File: config.mk
export PLATFORM = sky130hd
export DESIGN_NAME = dest_drain_ctrl_flat
export DESIGN_NICKNAME = d
export VERILOG_FILES = /design/src/rtl/dest_drain_ctrl_if.sv /design/src/rtl/dest_drain_ctrl.sv /design/src/flat_wrapper.sv
export SDC_FILE = /design/constraint.sdc
export NUM_CORES = 1
export LEC_CHECK = 0
export BUFFER_PORTS_ARGS = -buffer_cell sky130_fd_sc_hd__buf_4
export CELL_PAD_IN_SITES_DETAIL_PLACEMENT = 0
export CELL_PAD_IN_SITES_GLOBAL_PLACEMENT = 1
export CORE_MARGIN = 1
export CORE_UTILIZATION = 39
export CTS_CLUSTER_DIAMETER = 120
export CTS_CLUSTER_SIZE = 16
export DETAILED_ROUTE_END_ITERATION = 10
export GPL_ROUTABILITY_DRIVEN = 0
export PLACE_DENSITY = 0.83
export RECOVER_POWER = 100
export SETUP_SLACK_MARGIN = 0.1
export SLEW_MARGIN = 0
export SYNTH_ARGS = -nofsm -noshare
export SYNTH_HDL_FRONTEND = slang
export SYNTH_SLANG_ARGS = --single-unit
File: constraint.sdc
create_clock -name clk -period 1.3 [get_ports clk]
set_clock_uncertainty 0.1 [all_clocks]
set_input_delay 0.26 -clock clk [delete_from_list [all_inputs] [get_ports clk]]
set_output_delay 0.26 -clock clk [all_outputs]
set_load 0.02 [all_outputs]
File: src/rtl/dest_drain_ctrl_if.sv
// Bundles everything between the drain controller and its neighbours:
// the D0/D1 FIFO read side, the D0/D1 sink channels, the counter readout
// and the control/status lines. clk and reset_L stay outside as plain ports.
//   master : the environment (FIFOs, sinks, system controller)
//   slave  : dest_drain_ctrl
interface dest_drain_ctrl_if #(
    parameter int DATA_WIDTH = 6,
    parameter int CNT_WIDTH  = 5
);
    // control / status
    logic                  init;
    logic                  active_out;
    logic                  idle_out;
    // FIFO read side
    logic                  empty_fifo_D0;
    logic                  empty_fifo_D1;
    logic [DATA_WIDTH-1:0] data_out_D0;
    logic [DATA_WIDTH-1:0] data_out_D1;
    logic                  D0_pop;
    logic                  D1_pop;
    // sink side
    logic                  ready_D0;
    logic                  ready_D1;
    logic [DATA_WIDTH-1:0] data_D0;
    logic                  valid_D0;
    logic [DATA_WIDTH-1:0] data_D1;
    logic                  valid_D1;
    // counter readout
    logic                  req;
    logic                  idx;
    logic [CNT_WIDTH-1:0]  contador;
    logic                  valid_contador;

    modport master (
        output init, empty_fifo_D0, empty_fifo_D1, data_out_D0, data_out_D1,
               ready_D0, ready_D1, req, idx,
        input  D0_pop, D1_pop, data_D0, valid_D0, data_D1, valid_D1,
               contador, valid_contador, active_out, idle_out
    );

    modport slave (
        input  init, empty_fifo_D0, empty_fifo_D1, data_out_D0, data_out_D1,
               ready_D0, ready_D1, req, idx,
        output D0_pop, D1_pop, data_D0, valid_D0, data_D1, valid_D1,
               contador, valid_contador, active_out, idle_out
    );
endinterface

File: src/rtl/dest_drain_ctrl.sv
// dest_drain_ctrl: drains the D0/D1 destination FIFOs into their sinks.
// Pops are issued combinationally while ACTIVE whenever a FIFO is non-empty
// and its sink is ready; the FIFO returns the word one cycle later and it is
// registered onto data_Dx with a one-cycle valid_Dx pulse (pop -> valid = 2
// cycles). Delivered words are counted per destination (wrapping) and the
// counts can be read out via req/idx while IDLE.
// Ports:
//   clk     : system clock, rising edge
//   reset_L : asynchronous active-low reset
//   bus     : dest_drain_ctrl_if.slave (FIFO, sink, readout, status lines)
module dest_drain_ctrl #(
    parameter int DATA_WIDTH = 6,
    parameter int CNT_WIDTH  = 5
) (
    input  logic             clk,
    input  logic             reset_L,
    dest_drain_ctrl_if.slave bus
);

    typedef enum logic [1:0] {
        ST_RESET  = 2'd0,
        ST_INIT   = 2'd1,
        ST_IDLE   = 2'd2,
        ST_ACTIVE = 2'd3
    } state_t;

    state_t                state_r;
    state_t                next_state_s;
    logic                  pop_d0_s;
    logic                  pop_d1_s;
    logic                  clear_cnt_s;
    logic                  pop_q_d0_r;
    logic                  pop_q_d1_r;
    logic [DATA_WIDTH-1:0] data_d0_r;
    logic [DATA_WIDTH-1:0] data_d1_r;
    logic                  valid_d0_r;
    logic                  valid_d1_r;
    logic [CNT_WIDTH-1:0]  cnt_d0_r;
    logic [CNT_WIDTH-1:0]  cnt_d1_r;
    logic [CNT_WIDTH-1:0]  contador_r;
    logic                  valid_contador_r;
    logic                  active_r;
    logic                  idle_r;

    // State register
    always_ff @(posedge clk or negedge reset_L) begin
        if (!reset_L) begin
            state_r <= ST_RESET;
        end else begin
            state_r <= next_state_s;
        end
    end

    // Next-state logic; init overrides every other condition
    always_comb begin
        next_state_s = state_r;
        if (bus.init) begin
            next_state_s = ST_INIT;
        end else begin
            case (state_r)
                ST_RESET:  next_state_s = ST_IDLE;
                ST_INIT:   next_state_s = ST_IDLE;
                ST_IDLE: begin
                    if (!bus.empty_fifo_D0 || !bus.empty_fifo_D1) begin
                        next_state_s = ST_ACTIVE;
                    end else begin
                        next_state_s = ST_IDLE;
                    end
                end
                // Stay until the last popped word has left pop_q, so its
                // count is already updated by the time readout is allowed.
                ST_ACTIVE: begin
                    if (bus.empty_fifo_D0 && bus.empty_fifo_D1 &&
                        !pop_q_d0_r && !pop_q_d1_r) begin
                        next_state_s = ST_IDLE;
                    end else begin
                        next_state_s = ST_ACTIVE;
                    end
                end
                default:   next_state_s = ST_RESET;
            endcase
        end
    end

    // Pop strobes, combinational on the current empty flags and readiness
    always_comb begin
        pop_d0_s    = (state_r == ST_ACTIVE) && !bus.empty_fifo_D0 && bus.ready_D0;
        pop_d1_s    = (state_r == ST_ACTIVE) && !bus.empty_fifo_D1 && bus.ready_D1;
        clear_cnt_s = bus.init || (state_r == ST_INIT);
    end

    // Two-stage delivery pipe: pop -> pop_q -> registered word with valid
    always_ff @(posedge clk or negedge reset_L) begin
        if (!reset_L) begin
            pop_q_d0_r <= 1'b0;
            pop_q_d1_r <= 1'b0;
            valid_d0_r <= 1'b0;
            valid_d1_r <= 1'b0;
            data_d0_r  <= {DATA_WIDTH{1'b0}};
            data_d1_r  <= {DATA_WIDTH{1'b0}};
        end else begin
            pop_q_d0_r <= pop_d0_s;
            pop_q_d1_r <= pop_d1_s;
            valid_d0_r <= pop_q_d0_r;
            valid_d1_r <= pop_q_d1_r;
            if (pop_q_d0_r) begin
                data_d0_r <= bus.data_out_D0;
            end
            if (pop_q_d1_r) begin
                data_d1_r <= bus.data_out_D1;
            end
        end
    end

    // Delivered-word counters; wrap naturally, held clear during init
    always_ff @(posedge clk or negedge reset_L) begin
        if (!reset_L) begin
            cnt_d0_r <= {CNT_WIDTH{1'b0}};
            cnt_d1_r <= {CNT_WIDTH{1'b0}};
        end else if (clear_cnt_s) begin
            cnt_d0_r <= {CNT_WIDTH{1'b0}};
            cnt_d1_r <= {CNT_WIDTH{1'b0}};
        end else begin
            if (valid_d0_r) begin
                cnt_d0_r <= cnt_d0_r + CNT_WIDTH'(1);
            end
            if (valid_d1_r) begin
                cnt_d1_r <= cnt_d1_r + CNT_WIDTH'(1);
            end
        end
    end

    // Counter readout, honoured only in IDLE; contador holds otherwise
    always_ff @(posedge clk or negedge reset_L) begin
        if (!reset_L) begin
            contador_r       <= {CNT_WIDTH{1'b0}};
            valid_contador_r <= 1'b0;
        end else if ((state_r == ST_IDLE) && bus.req) begin
            contador_r       <= bus.idx ? cnt_d1_r : cnt_d0_r;
            valid_contador_r <= 1'b1;
        end else begin
            valid_contador_r <= 1'b0;
        end
    end

    // Status flags registered from the next state so they track state_r
    always_ff @(posedge clk or negedge reset_L) begin
        if (!reset_L) begin
            active_r <= 1'b0;
            idle_r   <= 1'b0;
        end else begin
            active_r <= (next_state_s == ST_ACTIVE);
            idle_r   <= (next_state_s == ST_IDLE);
        end
    end

    assign bus.D0_pop         = pop_d0_s;
    assign bus.D1_pop         = pop_d1_s;
    assign bus.data_D0        = data_d0_r;
    assign bus.valid_D0       = valid_d0_r;
    assign bus.data_D1        = data_d1_r;
    assign bus.valid_D1       = valid_d1_r;
    assign bus.contador       = contador_r;
    assign bus.valid_contador = valid_contador_r;
    assign bus.active_out     = active_r;
    assign bus.idle_out       = idle_r;

endmodule

File: src/flat_wrapper.sv
// flat-port wrapper written by rule: the top's interface ports become plain ports
module dest_drain_ctrl_flat 
#(
    parameter int DATA_WIDTH = 6,
    parameter int CNT_WIDTH  = 5
)
  (clk, reset_L, bus_init, bus_empty_fifo_D0, bus_empty_fifo_D1, bus_data_out_D0, bus_data_out_D1, bus_ready_D0, bus_ready_D1, bus_req, bus_idx, bus_D0_pop, bus_D1_pop, bus_data_D0, bus_valid_D0, bus_data_D1, bus_valid_D1, bus_contador, bus_valid_contador, bus_active_out, bus_idle_out);
  dest_drain_ctrl_if #(.DATA_WIDTH(DATA_WIDTH), .CNT_WIDTH(CNT_WIDTH)) bus_i ();
  input  logic clk;
  input  logic reset_L;
  input wire logic [$bits(bus_i.init)-1:0] bus_init;
  input wire logic [$bits(bus_i.empty_fifo_D0)-1:0] bus_empty_fifo_D0;
  input wire logic [$bits(bus_i.empty_fifo_D1)-1:0] bus_empty_fifo_D1;
  input wire logic [$bits(bus_i.data_out_D0)-1:0] bus_data_out_D0;
  input wire logic [$bits(bus_i.data_out_D1)-1:0] bus_data_out_D1;
  input wire logic [$bits(bus_i.ready_D0)-1:0] bus_ready_D0;
  input wire logic [$bits(bus_i.ready_D1)-1:0] bus_ready_D1;
  input wire logic [$bits(bus_i.req)-1:0] bus_req;
  input wire logic [$bits(bus_i.idx)-1:0] bus_idx;
  output wire logic [$bits(bus_i.D0_pop)-1:0] bus_D0_pop;
  output wire logic [$bits(bus_i.D1_pop)-1:0] bus_D1_pop;
  output wire logic [$bits(bus_i.data_D0)-1:0] bus_data_D0;
  output wire logic [$bits(bus_i.valid_D0)-1:0] bus_valid_D0;
  output wire logic [$bits(bus_i.data_D1)-1:0] bus_data_D1;
  output wire logic [$bits(bus_i.valid_D1)-1:0] bus_valid_D1;
  output wire logic [$bits(bus_i.contador)-1:0] bus_contador;
  output wire logic [$bits(bus_i.valid_contador)-1:0] bus_valid_contador;
  output wire logic [$bits(bus_i.active_out)-1:0] bus_active_out;
  output wire logic [$bits(bus_i.idle_out)-1:0] bus_idle_out;
  assign bus_i.init = bus_init;
  assign bus_i.empty_fifo_D0 = bus_empty_fifo_D0;
  assign bus_i.empty_fifo_D1 = bus_empty_fifo_D1;
  assign bus_i.data_out_D0 = bus_data_out_D0;
  assign bus_i.data_out_D1 = bus_data_out_D1;
  assign bus_i.ready_D0 = bus_ready_D0;
  assign bus_i.ready_D1 = bus_ready_D1;
  assign bus_i.req = bus_req;
  assign bus_i.idx = bus_idx;
  assign bus_D0_pop = bus_i.D0_pop;
  assign bus_D1_pop = bus_i.D1_pop;
  assign bus_data_D0 = bus_i.data_D0;
  assign bus_valid_D0 = bus_i.valid_D0;
  assign bus_data_D1 = bus_i.data_D1;
  assign bus_valid_D1 = bus_i.valid_D1;
  assign bus_contador = bus_i.contador;
  assign bus_valid_contador = bus_i.valid_contador;
  assign bus_active_out = bus_i.active_out;
  assign bus_idle_out = bus_i.idle_out;
  dest_drain_ctrl #(.DATA_WIDTH(DATA_WIDTH), .CNT_WIDTH(CNT_WIDTH)) u_core (.clk(clk), .reset_L(reset_L), .bus(bus_i));
endmodule
==> flow_summary.ini <==
[worst_setup_path]
rr_worst_depth = 2
critPathMaxFanout = 2
timing.rr.end = u_core.bus.data_D0[2]
required_ns = 0.94
r2r-start = u_core.pop_q_d0_r
end_kind = primary output
path_class = register to primary output
setup.worst_path.start_class = register
rrSetupSlack_ns = 0.05
cp.arrival_ns = 1.18

[timing]
hold_viol_final = 1
grt_setup_unrepaired = yes
finalSetupViolCount = 2
setup_slack_ns = -0.238
tightestPinTransition_ns = 0.779
slew_headroom_pct = 48.1
period_minus_slack_ns = 1.54
fmax_mhz = 650
hold_slack_ns = -0.0220
min_period_over_period_pct = 118
maxSlewViolCount = 0
fin_tns_setup_ns = -0.469

[place]
port_buffers = 44
dpl_cell_area_mm2 = 0.00181
dpl.hpwl_mm = 1.87

[drt]
routed_wl_mm = 2.93
viasPerCell = 4.63
wire_per_inst_um = 12.9
vias = 1055
ant_nets = 0
drt_iter0_markers = 28
drt_first_pass_iters = 4
drc_errors = 0

[clocking]
clk_latency_ns = 0.33
ctsHoldBuffers = 3
cts_buffer_depth = 2
cts_num_sinks = 36
cts_tree = done
cts_buffers = 5
cts_max_level = 2
clk_pin_slew_worst_paths_ns = 0.11
root_buffer = clkbuf_4

[die]
die_h_um = 62.5
dieWidth_um = 62.5
row_count = 21
dieArea_mm2 = 0.00391
start_util_pct = 41.8
core_mm2 = 0.00342
pin_count = 45

[worst_hold_path]
hold_depth = 2
worstHoldPathType = input pin to register
hold_path_end = u_core.pop_q_d0_r
hp-start = bus_empty_fifo_D0

[logic_synthesis]
synth_cell_types = 18
avgSynthCellArea_um2 = 13.1
syn_area_mm2 = 0.00143
synthCells = 109
synth_nets = 132
yosys_warnings = 0
ys_seq_area_share_pct = 63.1
synth_seq_cells = 36

[outcome]
outcome = finished, violations left
violations = hold timing, setup timing

[global_routing]
grt_pass1_wl_mm = 4.89
overflow = 0
grt_usage_pct = 16.2
antenna_found_initial = 0
grt_max_degree = 37
first_global_vias = 1066

[layout]
final_common_cell = buf_4
fin_area_mm2 = 0.00221
area_growth_pct = 54.5
final_cell_mix = buf_4 (38), dfrtp_1 (32), buf_6 (25)
drive_gt1_share_pct = 53.8
fillers = 270
fin_nets = 204
n_antenna_cell = 0

[power]
max-vdd-ir-drop_v = 0.000807
p_leak_nw = 1.07
cellPowerDensity_mw_per_mm2 = 1260

[job]
drv_cap = 0
==> metal layers <==
layer	wire length [um]	part of all wire (%)	up-vias	global-route usage, %
met5	0	0	-	0
met4	46	1.6	0	6.10
met3	227	7.7	7	7.12
met2	1420	48	36	25.4
met1	1240	42	504	19.6
li1	-	-	508	-
==> final cells by class <==
class / instances / area, um2 / share of cell area (%)
clock buffer: 7 / 65.1 / 2.95
multi-input combinational: 66 / 523 / 23.7
inverter: 3 / 11.3 / 0.510
tap: 46 / 57.6 / 2.61
clock inverter: 1 / 30.0 / 1.36
sequential: 36 / 906 / 41.1
timing repair buffer: 69 / 613 / 27.8
==> state kept, by name, summed over array words and instances (netlist names) <==
signal,flops
u_core.cnt_d0_r,5
u_core.bus.valid_D0,1
u_core.bus.active_out,1
u_core.bus.data_D0,6
u_core.cnt_d1_r,5
u_core.bus.contador,5
u_core.bus.valid_contador,1
u_core.pop_q_d1_r,1
u_core.bus.data_D1,6
u_core.bus.valid_D1,1
u_core.pop_q_d0_r,1
u_core.bus.idle_out,1
u_core.state_r,2
==> cells in the mapped netlist <==
cell	n	share of area, %
dfrtp_1	36	63
nor2_1	11	2.9
o21ai_0	5	1.8
o21a_1	1	0.53
mux2i_1	7	4.9
o21ai_2	2	1.2
nand4_1	4	1.8
xor2_1	6	3.7
buf_6	2	1.6
xnor2_1	2	1.2
nor3b_1	2	1.1
and2_1	1	0.44
buf_2	2	0.70
nand3b_1	1	0.53
mux2_2	12	9.5
inv_1	3	0.79
ha_1	2	1.8
nand2_1	10	2.6
==> power breakdown <==
group / leakage, nW / internal, mW / switching [mW] / total [mW]
sequential: 0.462 / 1.22 / 0.0740 / 1.29
clock: 0.0515 / 0.511 / 0.360 / 0.871
combinational: 0.558 / 0.347 / 0.260 / 0.608
total: 1.07 / 2.08 / 0.695 / 2.77
==> worst max-delay path by stage <==
stage | from | end | slack (ns)
global placement | u_core.state_r[1] | bus_D1_pop | 0.04
finish | u_core.state_r[0] | bus_D1_pop | -0.24
global route | u_core.state_r[1] | bus_D1_pop | -0.32
detailed placement | u_core.state_r[1] | bus_D1_pop | 0.04
floorplan | u_core.state_r[1] | bus_D0_pop | 0.08
CTS | u_core.state_r[1] | bus_D1_pop | -0.23
==> kinds of logic after synthesis <==
group / count (synthesis) / synth area share [%]
compound gates: 8 / 3.51
xor+xnor: 8 / 4.91
fa+ha+maj: 2 / 1.75
buf+inv: 7 / 3.07
flops: 36 / 63.1
mux: 19 / 14.4
simple gates: 29 / 9.29
==> stage by stage <==
step	std cells	util, %	total power [mW]	setup slack [ns]
floorplan	109	-	1.54	0.0763
global placement	197	52.9	1.77	0.0436
detailed placement	197	52.9	1.78	0.0351
CTS	221	62.2	2.78	-0.230
global route	228	64.6	2.90	-0.321
finish	228	64.6	2.77	-0.238
==> critical path: stages (launching register included) <==
cell	delay, ns
dfrtp_1	0.39
nand2_2	0.10
nor3b_4	0.22
buf_6	0.15
==> timing repair <==
item | CTS | global route
pin swaps | 3 | 1
endpoints found under the setup margin | 25 | 37
hold endpoints to repair | 38 | 1
setup buffers | 13 | 8
gates resized for setup | 28 | 13
cloned | 0 | 1
No activity file was read; power rests on OpenSTA's default activity.
